## src/rtl/mem_bank_pkg.sv

```systemverilog
// Shared definitions for the memory bank request controller and its response FIFO.
package mem_bank_pkg;

  localparam int unsigned RSP_FIFO_DEPTH = 2;

  typedef enum logic [0:0] {
    INIT = 1'b0,
    RUN  = 1'b1
  } state_e;

endpackage

```

## src/rtl/mem_rsp_fifo2.sv

```systemverilog
// Two-entry response FIFO with valid/ready on both sides; head data is always visible.
module mem_rsp_fifo2
  import mem_bank_pkg::*;
#(
  parameter int unsigned W = 64
) (
  input  logic         clk,
  input  logic         rst,
  input  logic         in_valid,
  output logic         in_ready,
  input  logic [W-1:0] in_data,
  output logic         out_valid,
  input  logic         out_ready,
  output logic [W-1:0] out_data,
  output logic [1:0]   count
);

  localparam logic [1:0] CNT_FULL = 2'(RSP_FIFO_DEPTH);

  logic [W-1:0] data_q [RSP_FIFO_DEPTH];
  logic         wr_ptr_q;
  logic         rd_ptr_q;
  logic [1:0]   count_q;
  logic [1:0]   count_d;
  logic         push;
  logic         pop;

  assign in_ready  = (count_q != CNT_FULL);
  assign out_valid = (count_q != 2'd0);
  assign out_data  = data_q[rd_ptr_q];
  assign count     = count_q;
  assign push      = in_valid && in_ready;
  assign pop       = out_valid && out_ready;

  // Occupancy next-state; simultaneous push and pop leaves it unchanged.
  always_comb begin
    count_d = count_q;
    if (push && !pop) begin
      count_d = count_q + 2'd1;
    end else if (pop && !push) begin
      count_d = count_q - 2'd1;
    end else begin
      count_d = count_q;
    end
  end

  // Storage, pointers and occupancy registers.
  always_ff @(posedge clk) begin
    if (rst) begin
      data_q[0] <= '0;
      data_q[1] <= '0;
      wr_ptr_q  <= 1'b0;
      rd_ptr_q  <= 1'b0;
      count_q   <= 2'd0;
    end else begin
      if (push) begin
        data_q[wr_ptr_q] <= in_data;
        wr_ptr_q         <= ~wr_ptr_q;
      end
      if (pop) begin
        rd_ptr_q <= ~rd_ptr_q;
      end
      count_q <= count_d;
    end
  end

endmodule

```

## src/rtl/mem_bank_req_ctrl.sv

```systemverilog
// Request controller for one RW port of a masked memory bank: clears the bank after
// reset, then forwards reads/writes and buffers read data in a 2-entry response FIFO.
module mem_bank_req_ctrl
  import mem_bank_pkg::*;
#(
  parameter int unsigned REG_DEPTH = 4,
  parameter int unsigned REG_WIDTH = 64,
  localparam int unsigned AW = $clog2(REG_DEPTH),
  localparam int unsigned SW = REG_WIDTH / 8
) (
  input  logic                 clk,
  input  logic                 rst,
  input  logic                 req_valid,
  output logic                 req_ready,
  input  logic                 req_write,
  input  logic [AW-1:0]        req_addr,
  input  logic [REG_WIDTH-1:0] req_wdata,
  input  logic [SW-1:0]        req_wstrb,
  output logic                 rsp_valid,
  input  logic                 rsp_ready,
  output logic [REG_WIDTH-1:0] rsp_rdata,
  output logic                 init_done,
  output logic                 mem_wmode,
  output logic [AW-1:0]        mem_addr,
  output logic [REG_WIDTH-1:0] mem_wmask,
  output logic [REG_WIDTH-1:0] mem_wdata,
  input  logic [REG_WIDTH-1:0] mem_rdata
);

  localparam logic [AW-1:0] LAST_ADDR = AW'(REG_DEPTH - 1);

  state_e               state_q;
  state_e               state_d;
  logic [AW-1:0]        cnt_q;
  logic [AW-1:0]        cnt_d;
  logic [REG_WIDTH-1:0] strb_mask;
  logic [1:0]           rsp_count;
  logic                 fifo_in_ready;
  logic                 rd_push;

  for (genvar b = 0; b < SW; b++) begin : g_strb
    assign strb_mask[8*b +: 8] = {8{req_wstrb[b]}};
  end

  // FIFO full check is done on the count so req_ready never depends on rsp_ready.
  assign req_ready = (state_q == RUN) && (rsp_count < 2'd2);
  assign init_done = (state_q == RUN);
  assign rd_push   = req_valid && req_ready && !req_write;

  // Clear sequencing: walk every address once, then stay in RUN until reset.
  always_comb begin
    state_d = state_q;
    cnt_d   = cnt_q;
    case (state_q)
      INIT: begin
        cnt_d = cnt_q + AW'(1);
        if (cnt_q == LAST_ADDR) begin
          state_d = RUN;
        end else begin
          state_d = INIT;
        end
      end
      RUN: begin
        state_d = RUN;
      end
      default: begin
        state_d = INIT;
      end
    endcase
  end

  // Memory port drive: full-width zero writes while clearing, client traffic after.
  always_comb begin
    mem_wmode = 1'b0;
    mem_addr  = '0;
    mem_wmask = '0;
    mem_wdata = '0;
    case (state_q)
      INIT: begin
        mem_wmode = 1'b1;
        mem_addr  = cnt_q;
        mem_wmask = '1;
        mem_wdata = '0;
      end
      RUN: begin
        mem_wmode = req_valid && req_ready && req_write;
        mem_addr  = req_addr;
        mem_wmask = strb_mask;
        mem_wdata = req_wdata;
      end
      default: begin
        mem_wmode = 1'b0;
      end
    endcase
  end

  // State and clear-counter registers.
  always_ff @(posedge clk) begin
    if (rst) begin
      state_q <= INIT;
      cnt_q   <= '0;
    end else begin
      state_q <= state_d;
      cnt_q   <= cnt_d;
    end
  end

  mem_rsp_fifo2 #(
    .W(REG_WIDTH)
  ) u_rsp_fifo (
    .clk      (clk),
    .rst      (rst),
    .in_valid (rd_push),
    .in_ready (fifo_in_ready),
    .in_data  (mem_rdata),
    .out_valid(rsp_valid),
    .out_ready(rsp_ready),
    .out_data (rsp_rdata),
    .count    (rsp_count)
  );

  // fifo_in_ready mirrors the count check already folded into req_ready.
  logic unused_ok;
  assign unused_ok = fifo_in_ready;

endmodule

```

## config.mk

```make
export PLATFORM = sky130hd
export DESIGN_NAME = mem_bank_req_ctrl
export DESIGN_NICKNAME = d
export VERILOG_FILES = /design/src/rtl/mem_bank_pkg.sv /design/src/rtl/mem_rsp_fifo2.sv /design/src/rtl/mem_bank_req_ctrl.sv
export SDC_FILE = /design/constraint.sdc
export NUM_CORES = 1
export LEC_CHECK = 0
export ABC_CLOCK_PERIOD_IN_PS = 4900
export CORE_UTILIZATION = 38
export DETAILED_ROUTE_END_ITERATION = 7
export DONT_BUFFER_PORTS = 1
export PLACE_DENSITY = 0.54
export REMOVE_ABC_BUFFERS = 1
export SYNTH_ARGS = -nofsm -noshare
export SYNTH_HDL_FRONTEND = slang
export SYNTH_HIERARCHICAL = 1
export SYNTH_SLANG_ARGS = --single-unit
export TNS_END_PERCENT = 50
```

## constraint.sdc

```tcl
create_clock -name clk -period 4.9 [get_ports clk]
set_clock_uncertainty 0.05 [all_clocks]
set_input_delay 0.245 -clock clk [delete_from_list [all_inputs] [get_ports clk]]
set_output_delay 0.245 -clock clk [all_outputs]
set_load 0.1 [all_outputs]
```

# ---- Yosys cells after proc, flatten, opt, wreduce, memory -nomap -nowiden
# Memory sizes are Yosys's and may differ from the RTL's. A register that Yosys moved wholly into a read port is not among the register bits.
# Index checks and enable logic that the tools add are counted.
dict set report op_classes {
  add_sub_neg 3
  n_lt_le_gt_ge 1
  eq_ne 2
  mux 18
  bitwise_logic 3
  n_reduce_logical 14
}
# op count
set op_table {}
lappend op_table {{one-hot mux 64 bit (2 select lines)} 2}
lappend op_table {{2-to-1 mux 64 bit} 1}
lappend op_table {{OR reduction 64 bit} 1}
lappend op_table {{2-to-1 mux 1 bit} 10}
lappend op_table {{logical AND 1 bit} 8}
lappend op_table {{adder 2 x 1 -> 2 bit, second input constant} 2}
lappend op_table {{2-to-1 mux 2 bit} 2}
lappend op_table {{one-hot mux 1 bit (2 select lines)} 2}
lappend op_table {{one-hot mux 2 bit (2 select lines)} 1}
lappend op_table {{nonzero test 2 bit} 2}
lappend op_table {{logical NOT 1 bit} 3}
lappend op_table {{inverter 1 bit} 3}
lappend op_table {{equality test 2 bit, second input constant} 1}
lappend op_table {{less-than comparator 2 bit, second input constant} 1}
lappend op_table {{!= test 2 bit, second input constant} 1}
lappend op_table {{subtractor 2 x 1 -> 2 bit, second input constant} 1}
dict set report word_totals {
  reg_bits 7
  mem_bits_rw 128
  in_bits 143
  out_inout_bits 198
  elab_cells 47
  memories 1
}
# memory depth word_bits rd rd_ports_with_merged_regs wr line
set memory_table {}
lappend memory_table {u_rsp_fifo.data_q 2 64 1 1 2 mem_rsp_fifo2.sv:20} ;# logic [W-1:0] data_q [RSP_FIFO_DEPTH];

# ---- Longest topological paths before layout
dict set report logic_depth {
  ltp_word 10
  depth_mapped 8
  mapped_depth_nobuf 7
}

# ---- Hierarchy
# Netlist, hierarchy kept.
# mod n_inst cells_per_inst area_per_inst_um2 seq_area_each_um2
set by_module_without_submodules {}
lappend by_module_without_submodules {mem_rsp_fifo2 1 438 5890.6 3943.8}
lappend by_module_without_submodules {mem_bank_req_ctrl 1 152 1077.3 60.1}

# ---- Least setup slack after synthesis
# Ideal clock, no wire load.
dict set report synth_timing {
  path_kind {reg2reg}
  startpoint {register state_q (netlist: init_done)}
  endpoint {memory u_rsp_fifo.data_q[0][0] (enable)}
  setup_ns 0.432
  t_arrival_ns 3.649
  t_required_ns 4.418
  slack_ns 0.769
  stages_incl_launch_ff 7
  path_buffers 2
  synth_period_minus_slack_ns 4.131
  cell_sequence {dfxtp_1 buf_6 and2b_4 and3b_1 nand3b_2 buf_6 nand2b_1}
}
# element line
set synth_lines {}
lappend synth_lines {{start, declared} mem_bank_req_ctrl.sv:32} ;# state_e state_q;
lappend synth_lines {{start signal, assigned} mem_bank_req_ctrl.sv:103} ;# state_q <= state_d;
lappend synth_lines {{end, declared} mem_rsp_fifo2.sv:20}

# ---- Worst setup path in the final report
dict set report layout_timing {
  startpoint {register state_q (netlist: init_done)}
  endpoint {output mem_wmask[48]}
}
dict set report layout_between {
  elab_chain_len 2
}
# element line
set layout_lines {}
lappend layout_lines {{inverter 1 bit} n/a}
lappend layout_lines {{one-hot mux 64 bit (2 select lines) *} mem_bank_req_ctrl.sv:78} ;# case (state_q)
lappend layout_lines {{end, declared} mem_bank_req_ctrl.sv:25} ;# output logic [REG_WIDTH-1:0] mem_wmask,
# Mark *: on every way between the ends. The rest lies on a longest branch, timed or not.

==> flow_summary.ini <==
[synth]
mappedNetlistArea_um2 = 6968
syn_area_per_cell_um2 = 11.81
synth_top_cell_by_area = edfxtp_1
synth_cell_types = 25
syn_inst = 590
ys_top_cells_by_area = edfxtp_1, mux2_2, nor2_1, nand2b_1, buf_4
synth-seq-area-share = 0.5746
synth_warnings = 6
ys_ff_latch = 136
synth_top_area_share = 0.5516

[clock_network]
path_clk_slew_ns = 0.06
cts_made_buffers = 17
cts_max_level = 4
clockRootBuffer = clkbuf_16
clock_latency_ns = 0.41
cts_buffer_depth = 2
cts-resized-gates = 0
cts.sinks = 136
cts_tree = built

[global_routing]
antenna_found_initial = 11
grt_pass1_wl_mm = 25.65
grt_use_total = 0.1970
grt-ovfl-total = 0
grt_pass1_vias = 3839
grt_max_degree = 68

[outcome]
violations = DRC
status = complete, but fails checks

[detailed_routing]
viasPerCell = 5.153
top_layer = met5
drc = 2
met2WireLength_mm = 9.703
drt_pass1_iterations = 6
wire_per_inst_um = 24.44
wl_met1_mm = 7.462
antenna_left = 0
drtIter0Drc = 187
via_count = 4014
finalWirelength_mm = 19.04
dr_wl_met3_mm = 1.692

[critical_path]
regToRegEndpoint = u_rsp_fifo/data_q[1][31]
cp-start-kind = register
crit_type = register to primary output
worst_ep_arrival_time_ns = 2.84
crit_path_end_kind = primary output
worstPathMaxFanout = 46
r2r_cells = 5
regToRegStartpoint = init_done
rrSetupSlack_ns = 1.83
cp.required_ns = 4.61

[floorplanning]
die_y_um = 137.4
core_area_um2 = 17960
fp-row-count = 49
io-pin-count = 341
dieArea_um2 = 18880
start_util = 0.3879
die-width_um = 137.4

[timing]
setup_viol = 0
post-route-period-util = 0.6405
slew_viol_final = 0
fmax_ghz = 0.3186
maxSlewHeadroom = 0.2597
period_needed_ns = 3.138
tightestPinTransition_ns = 1.110
finalSetupTns_ns = 0
finalHoldViolations = 0
rsz0062_at_grt = false

[min_path]
min_path_cells = 2
hp-start = mem_rdata[4]
hold_class = input port to register
hold_end = u_rsp_fifo/data_q[1][4]

[power]
ir_worst_vdd_mv = 0.2725
power_leakage_nw = 2.703
p_per_area_nw_per_um2 = 613.6

[placed_design]
portBuffers = 0
post-dp-hpwl_mm = 13.43
gp_congestion = 0.9237

[cells_and_area]
syn_to_final_growth_pct = 8.278
postLayoutCoreUtil = 0.4200
num-nets-final = 676
drive_gt1_frac = 0.2390

[run]
maxCapViolCount = 0
==> area by class of cell <==
cell class	instances	area, um2
Clock buffer	17	425.4
Tap cell	229	286.5
Timing Repair Buffer	15	275.3
Multi-Input combinational cell	361	2359
Sequential cell	136	4009
Clock inverter	15	175.2
Fill cell	1723	10420
Antenna cell	6	15.01
==> worst max path at each step <==
| stage | endpoint | from | depth (start not counted) |
|---|---|---|---|
| after floorplan | mem_wmask[0] | init_done | 1 |
| after global placement | u_rsp_fifo/data_q[0][6] | init_done | 5 |
| after detailed placement | u_rsp_fifo/data_q[1][32] | init_done | 5 |
| after CTS | mem_wmask[48] | init_done | 3 |
| after global routing | mem_wmask[48] | init_done | 3 |
| final | mem_wmask[48] | init_done | 3 |
==> power by group <==
| group | internal (mW) | switching [mW] |
|---|---|---|
| clock network | 0.802 | 0.482 |
| registers | 1.33 | 0.0782 |
| logic | 0.256 | 1.68 |
==> repair_timing <==
action | 4_1_cts | 5_1_grt
setup endpoints to repair | 0 | 0
endpoints found under the hold margin | 8 | 0
buffers inserted | 0 | 0
hold buffers | 1 | 0
==> flip-flops by register name, indices dropped and copies added (netlist names), named ones only <==
signal / count
u_rsp_fifo/data_q: 128
cnt_q: 2
u_rsp_fifo/count: 2
init_done: 1
u_rsp_fifo/rd_ptr_q: 1
u_rsp_fifo/wr_ptr_q: 1
==> critical path, stage by stage (launching register included) <==
cell and delay, ns:
dfxtp_4 0.51, buf_4 0.63, nand2b_4 0.68, buf_16 0.53
==> metrics by stage <==
stage                     hold WS [ns]  cell area [um2]  instances  setup slack [ns]  power [mW]
after floorplan                 0.2641             6299        497            -2.732       3.216
after global placement          0.2776             6919        740             1.924       3.368
after detailed placement        0.2767             6919        740             1.884       3.374
after CTS                     0.001094             7530        773             1.752       4.666
after global routing          0.005665             7545        779             1.671       4.746
final                          0.02305             7545        779             1.762       4.629
==> cells in the mapped netlist <==
cell / instances
and2_1: 65
or2b_1: 4
nand3b_2: 1
edfxtp_1: 128
nand3_2: 1
buf_2: 13
or2_2: 1
and3b_1: 1
nand2_1: 1
mux2i_1: 1
buf_4: 57
ha_1: 2
nand2b_2: 1
nand2b_1: 70
dfxtp_1: 8
or3_1: 1
a21bo_2: 1
mux2_2: 66
and2b_4: 1
nor2_1: 135
buf_6: 12
a21oi_1: 2
clkbuf_1: 11
xor2_1: 4
o21ai_0: 3
==> cells in the final DEF, fill, tap and decap left out, types with 2 or more instances in the layout <==
cell type   instances
buf_4               6
and2_1             65
clkbuf_16          17
nor2_1            135
o21ai_0             2
nand2b_1           64
buf_16              8
a21oi_1             2
diode_2             6
clkinvlp_4          2
mux2_2             66
or2b_4              4
inv_6               3
xor2_1              4
clkinv_2            4
bufinv_16           3
ha_1                2
nand2b_4            6
dfxtp_1             6
edfxtp_1          128
==> layer usage <==
layer,track usage,vias to the layer above
met5,0,-
met4,0.06105,2
met3,0.08756,18
met2,0.3289,221
met1,0.2251,1972
li1,-,1801
==> kinds of logic after synthesis <==
family	synth area share
AOI/OAI and AO/OA	0.005027
and+or+nand+nor	0.2076
adders and majority gates	0.003591
xor gates and xnor gates	0.005027
DFF	0.5746
buffers and inverters	0.09607
muxes	0.1081
(Power assumes the default switching activity.)
